$ cat config.mk
export PLATFORM = sky130hd
export DESIGN_NAME = controller_new
export DESIGN_NICKNAME = d
export VERILOG_FILES = /design/src/rtl/controller_new_pkg.sv /design/src/rtl/bist_misr.sv /design/src/rtl/controller_new.sv
export SDC_FILE = /design/constraint.sdc
export NUM_CORES = 1
export LEC_CHECK = 0
export CELL_PAD_IN_SITES_DETAIL_PLACEMENT = 1
export CELL_PAD_IN_SITES_GLOBAL_PLACEMENT = 1
export CORE_MARGIN = 8
export CORE_UTILIZATION = 37
export CTS_BUF_LIST = sky130_fd_sc_hd__clkbuf_8
export CTS_CLUSTER_DIAMETER = 60
export DETAILED_ROUTE_END_ITERATION = 8
export MAX_ROUTING_LAYER = met4
export PLACE_DENSITY_LB_ADDON = 0.1
export SLEW_MARGIN = 15
export SYNTH_ARGS = -nofsm -noshare
export SYNTH_HDL_FRONTEND = slang
export SYNTH_SLANG_ARGS = --single-unit
$ cat constraint.sdc
create_clock -name clk -period 2.8 [get_ports clk]
set_input_delay 0.7 -clock clk [delete_from_list [all_inputs] [get_ports clk]]
set_output_delay 0.7 -clock clk [all_outputs]
set_load 0.02 [all_outputs]
$ cat src/rtl/controller_new_pkg.sv
// controller_new_pkg: shared types, op encodings and LFSR/MISR tap constants for the BIST wrapper
package controller_new_pkg;
  typedef enum logic [1:0] {IDLE, RUN, DONE} state_t;
  localparam logic OP_ADD = 1'b0;
  localparam logic OP_XOR = 1'b1;
  localparam int LFSR_TAP_HI = 8;
  localparam int LFSR_TAP_LO = 4;
  localparam logic [3:0] MISR_TAPS = 4'b1000;
  function automatic logic [3:0] alu(input logic [8:0] v);
    return (v[8] == OP_XOR) ? v[7:4] ^ v[3:0] : v[7:4] + v[3:0];
  endfunction
endpackage

$ cat src/rtl/bist_misr.sv
// bist_misr: 4-bit multiple-input signature register with clear and enable
module bist_misr
  import controller_new_pkg::*;
(
  input  logic       clk,
  input  logic       rst,
  input  logic       clr,
  input  logic       en,
  input  logic [3:0] d,
  output logic [3:0] q,
  output logic [3:0] q_next
);
  logic [3:0] misr_q, misr_d;
  always_comb begin
    q_next = {misr_q[2:0], misr_q[3]} ^ d ^ ({4{misr_q[3]}} & MISR_TAPS);
    misr_d = clr ? '0 : en ? q_next : misr_q;
  end
  always_ff @(posedge clk) misr_q <= rst ? '0 : misr_d;
  assign q = misr_q;
endmodule

$ cat src/rtl/controller_new.sv
// controller_new: BIST wrapper driving a 4-bit ALU from data_in or an LFSR and checking its MISR signature
module controller_new
  import controller_new_pkg::*;
#(
  parameter int         PATTERNS   = 16,
  parameter logic [8:0] LFSR_SEED  = 9'h001,
  parameter logic [3:0] GOLDEN_SIG = 4'h5
) (
  input  logic       clk,
  input  logic       rst,
  input  logic       BIST_mode,
  input  logic [8:0] data_in,
  input  logic       finish,
  output logic       fault_detected,
  output logic [3:0] misr_output,
  output logic [3:0] result_dut
);
  state_t state_q, state_d;
  logic [8:0] lfsr_q, lfsr_d, count_q, count_d;
  logic [3:0] result_q, cut, misr_next;
  logic fault_q, fault_d, clr, en, last;
  always_comb begin
    cut = alu(BIST_mode ? lfsr_q : data_in);
    clr = state_q == IDLE;
    en = state_q == RUN && BIST_mode;
    last = count_q == 9'(PATTERNS - 1) || finish;
    lfsr_d = clr ? LFSR_SEED : en ? {lfsr_q[7:0], lfsr_q[LFSR_TAP_HI] ^ lfsr_q[LFSR_TAP_LO]} : lfsr_q;
    count_d = clr ? '0 : en ? count_q + 9'd1 : count_q;
    fault_d = (en && last) ? misr_next != GOLDEN_SIG : fault_q;
    state_d = state_q == IDLE ? (BIST_mode ? RUN : IDLE)
            : !BIST_mode ? IDLE
            : (state_q == RUN && last) ? DONE : state_q;
  end
  always_ff @(posedge clk) begin
    if (rst) begin
      state_q <= IDLE;
      lfsr_q <= LFSR_SEED;
      count_q <= '0;
      result_q <= '0;
      fault_q <= 1'b0;
    end else begin
      state_q <= state_d;
      lfsr_q <= lfsr_d;
      count_q <= count_d;
      result_q <= cut;
      fault_q <= fault_d;
    end
  end
  bist_misr u_misr (
    .clk(clk),
    .rst(rst),
    .clr(clr),
    .en(en),
    .d(cut),
    .q(misr_output),
    .q_next(misr_next)
  );
  assign result_dut = result_q;
  assign fault_detected = fault_q;
endmodule

* Word level (Yosys, flattened, before mapping) *
Index checks and enable logic that the tools add are counted.

storage, ports and cells
  register bits after elaboration = 29
  output and inout bits = 9

cells by class
  add/subtract/negate cells = 2
  equal/unequal tests = 4
  mux-type cells = 6
  bitwise operators = 4
  reduce and logical (&&, ||, !) cells = 6

operators with widths
  kind                                                                    count
  4-bit bitwise XOR                                                       3
  9-bit by 1-bit adder with 9-bit output (second input constant)          1
  9-bit by 4-bit equality test with 1-bit output (second input constant)  1
  9-bit 2-to-1 mux                                                        1
  2-bit 2-to-1 mux                                                        3
  4-bit adder                                                             1
  4-bit 2-to-1 mux                                                        1
  4-bit by 3-bit != test with 1-bit output (second input constant)        1
  1-bit logical AND                                                       3
  3-bit by 1-bit != test with 1-bit output (second input constant)        1
  2-bit by 1-bit equality test with 1-bit output (second input constant)  1
  2-bit logical NOT                                                       1
  2-bit OR reduction                                                      1
  1-bit logical OR                                                        1
  1-bit 2-to-1 mux                                                        1
  1-bit bitwise XOR                                                       1

* Logic depth before layout (Yosys ltp) *
  word-level depth = 6
  depth in mapped cells = 8

* Cells and area by module *
A second synthesis with hierarchy kept.

second synthesis, totals
  cell total of the unflattened synthesis = 158
  area total of the unflattened synthesis = 1433.9 um^2

modules (own cells, without submodules)
  module          instances  cells an instance  area an instance (um^2)  sequential area each (um^2)
  controller_new  1          136                1246.2                   500.5
  bist_misr       1          22                 187.7                    80.1

* Worst setup path after synthesis *
No wires, ideal clock.

  path type = in2reg
  start point = input port BIST_mode
  end point = register fault_q, in the netlist fault_detected
  arrival = 2.678 ns
  setup slack = 0.031 ns
  stages on the path = 8
  path buffers = 1
  cell sequence = buf_2 -> mux2_2 -> ha_1 -> a21oi_1 -> a21boi_4 -> xnor3_1 -> xnor2_1 -> a311oi_1

between the ends
  word-level cells in the longest chain between the ends = 6
  elaborated cells on any way between the ends = 9

ends and longest elaborated chain
  item                                              line                      RTL
  start: declaration                                controller_new.sv:11      input logic BIST_mode,
  9-bit 2-to-1 mux                                  controller_new.sv:23      cut = alu(BIST_mode ? lfsr_q : data_in);
  4-bit adder or 4-bit bitwise XOR (tied branches)  controller_new_pkg.sv:10  return (v[8] == OP_XOR) ? v[7:4] ^ v[3:0] : v[7:4] + v[3:0];
  4-bit 2-to-1 mux                                  controller_new_pkg.sv:10
  4-bit bitwise XOR (2 in a row)                    bist_misr.sv:15           q_next = {misr_q[2:0], misr_q[3]} ^ d ^ ({4{misr_q[3]}} & MISR_TAPS);
  4-bit by 3-bit != test with 1-bit output          controller_new.sv:29      fault_d = (en && last) ? misr_next != GOLDEN_SIG : fault_q;
  end signal: assignment                            controller_new.sv:46      fault_q <= fault_d;
  end: declaration                                  controller_new.sv:21      logic fault_q, fault_d, clr, en, last;

Parallel ways exist; a longest one is shown, timed or not.
A chain may end at the register's enable or synchronous reset.

* Worst setup path in the final report *
Ends and elaborated chain as after synthesis.

==> summary.md <==
| Metric | Value |
|---|---|
| Die Ht | `77.0 um` |
| RSZ-0062 raised after global routing | `no` |
| Syn_area_per_cell | `a little over 9 um^2` |
| HP Start | `lfsr_q[6]` |
| Final hold vios | `0` |
| Ys Warns | `0` |
| Crit Path Class | `in -> reg` |
| Leakage | `around 0.67 nW` |
| Yosys cell types | `34` |
| DRT antenna net count | `0` |
| Worst path cell trace | `dlygate4sd2_1, buf_12, mux2_2, ha_1, fa_1, mux2i_2, xnor2_1, nor4b_2, a311oi_1` |
| Worst min path class | `reg -> reg` |
| Total Power | `between 0.9 and 1 mW` |
| Clock Tree Buf Depth | `2` |
| I/O pin count | `22` |
| Vias in the first global route | `between 1000 and 1500` |
| Skew-Pair Late Insertion Delay | `~0.28 ns` |
| Slew @ Worst Pin | `between 0.5 and 0.6 ns` |
| Share of post-route cells with drive strength above 1 | `15.8%` |
| Crit path max fanout | `11` |
| Die footprint | `5930 um^2` |
| Endpoint type of the worst setup path | `flip-flop` |
| Yosys top cell by area | `dfxtp_1` |
| GR Util All Layers | `roughly an eighth` |
| CTS Hold Bufs | `0` |
| Hold Path Depth | `2` |
| CP required | `approximately 3 ns` |
| Most common cell after layout, fill and taps aside | `dfxtp_1` |
| Pwr dens | `just over 500 nW/um^2` |
| Post-DP HPWL | `2670 um` |
| Total congestion overflow | `0` |
| Worst clock skew | `~0.0016 ns` |
| First-pass GRT wire length | `5690 um` |
| Max Cap Violations | `0` |
| DRC viols | `0` |
| Max IR drop VDD | `217 uV` |
| Post-Syn Instances | `~150` |
| CTS tree | `done` |
| Synth top area share | `42.1%` |
| Post-synth EDFFs | `0` |
| Drt first pass iters | `4` |
| Result of the run | `complete, no violations` |
| Wirelength per Cell | `15.0 um` |
| Final wirelength | `~3500 um` |
| Commonest non-fill, non-tap cells in the layout | `29 x dfxtp_1, 27 x nand2_1, 20 x clkdlybuf4s50_1, 16 x a21oi_1, 16 x nor2_1` |
| Largest net degree at the start of global routing | `19` |
| Row count | `22` |
| Fin crit share | `94.3%` |
| Area grow syn2layout | `31.3%` |
| CP Launch Type | `input port` |
| Clock transition at path regs | `about 0.06 ns` |
| IO buf count | `21` |
| Slew Viols, Final | `0` |
| Syn nets | `about 170` |
| Fill count | `around 430` |
| H-tree depth | `2` |
| Setup TNS | `0 ns` |
| Die width | `approximately 77 um` |
| Reg2Reg Depth | `7` |
| Initial Util | `between 30% and 40%` |
| Post-synth ARST share | `0%` |
| Primary FF master, synth | `dfxtp_1` |
| Reg2Reg Launch Point | `lfsr_q[4]` |
| Fin nets | `approximately 200` |
| Synth area leaders | `dfxtp_1 42%, nand2_1 7.4%, xor2_1 6.4%, a21oi_1 6.2%, mux2_2 4.9%` |
| Starting DRC count in detailed routing | `43` |
| Via count | `1155` |
| Initial antenna violation count | `0` |
| Seq/Total Area, Yosys | `42.1%` |
| Max-slew headroom | `around 64%` |
| Final setup vio count | `0` |
| Clk sink count | `29` |
| Slowest stage delay, CP | `about 0.45 ns` |
| CP max-delay cell | `fa_1` |
| Core Box Area | `between 3000 and 4000 um^2` |
| Crit path DAT | `around 2.8 ns` |
| #FFs+latches synth | `29` |
| Fmax | `roughly 380 MHz` |
| Clock Tree Root | `clkbuf_8` |
| Via density | `roughly 5` |
| Worst Setup SP | `BIST_mode` |
| Diodes inserted | `0` |
| CTS buffer count | `5` |
| RePlAce Congestion | `around 0.76` |
| Synthesized area | `~1400 um^2` |
| Clock period minus worst slack | `approximately 2.6 ns` |
-- cell type report --
type                    count  area [um^2]  share of cell area, %
repair buffers             31          297                   16.4
multi-input cells         114          778                   43.0
clock inverters             1         3.75                  0.207
clock buffers               6         82.6                   4.56
inverters                   2         7.51                  0.415
flip-flops and latches     29          581                   32.1
well taps                  48         60.1                   3.32
-- critical path, delay by kind of cell --
kind | cells | cell delay, ns
AO/OA/AOI/OAI | 1 | 0.12
multiplexers | 2 | 0.53
AND/OR/NAND/NOR | 1 | 0.23
adder cells (fa/ha/maj) | 2 | 0.68
buffers and inverters | 2 | 0.39
XOR/XNOR | 1 | 0.14
-- timing repair --
item	in CTS	in global routing
endpoints found under the hold margin	0	0
pin swaps	3	0
buffers inserted	1	0
setup endpoints to repair	3	1
gates resized for setup	4	1
-- cells by family after synthesis --
family          share of synthesized area [%]
xor+xnor                                 11.8
flops                                    42.1
simple gates                             18.3
mux                                      7.36
fa+ha+maj                                5.09
buf+inv                                  2.45
compound gates                           12.9
-- power breakdown --
part / leakage, nW / switching, mW / internal (mW)
Combinational: 0.384 / 0.0660 / 0.0755
Sequential: 0.235 / 0.00377 / 0.421
Clock: 0.0485 / 0.153 / 0.191
Total: 0.668 / 0.223 / 0.687
-- path summary, 6_finish.rpt --
path | slack, ns | to
setup / recovery | 0.16 | fault_detected
hold / removal | 0.47 | lfsr_q[7]
setup reg to reg | 0.68 | fault_detected
hold reg to reg | 0.47 | lfsr_q[7]
-- sequential cells by signal (all words and copies together), names as in the netlist --
name	count
count_q	9
lfsr_q	9
result_dut	4
u_misr.q	4
state_q	2
fault_detected	1
-- stage by stage --
stage | hold slack (ns) | instance area [um^2] | setup WS (ns) | util, % | std cells
floorplan | 0.442 | 1380 | 0.0309 | - | 151
global placement | 0.460 | 1700 | -0.440 | 46.8 | 223
detailed placement | 0.467 | 1700 | -0.540 | 46.8 | 223
CTS | 0.476 | 1800 | 0.114 | 49.6 | 231
global route | 0.507 | 1810 | 0.0431 | 49.8 | 231
finish | 0.468 | 1810 | 0.161 | 49.8 | 231
-- synthesized netlist by cell type (3+ instances only) --
master    number
nand4_1        3
nand2_1       27
ha_1           4
buf_2          3
nor2_1        16
xnor2_1        6
clkbuf_1       3
mux2_2         6
xor2_1        10
a21oi_1       17
dfxtp_1       29
-- per-layer routing --
metal | routed length [um] | GRT usage [%] | vias up | share of wire, %
li1 | - | - | 576 | -
met4 | 64 | 6.23 | 0 | 1.8
met1 | 1640 | 14.8 | 550 | 47
met3 | 167 | 4.55 | 7 | 4.8
met2 | 1600 | 18.6 | 22 | 46
met5 | 0 | - | - | 0
(Power assumes the default switching activity.)
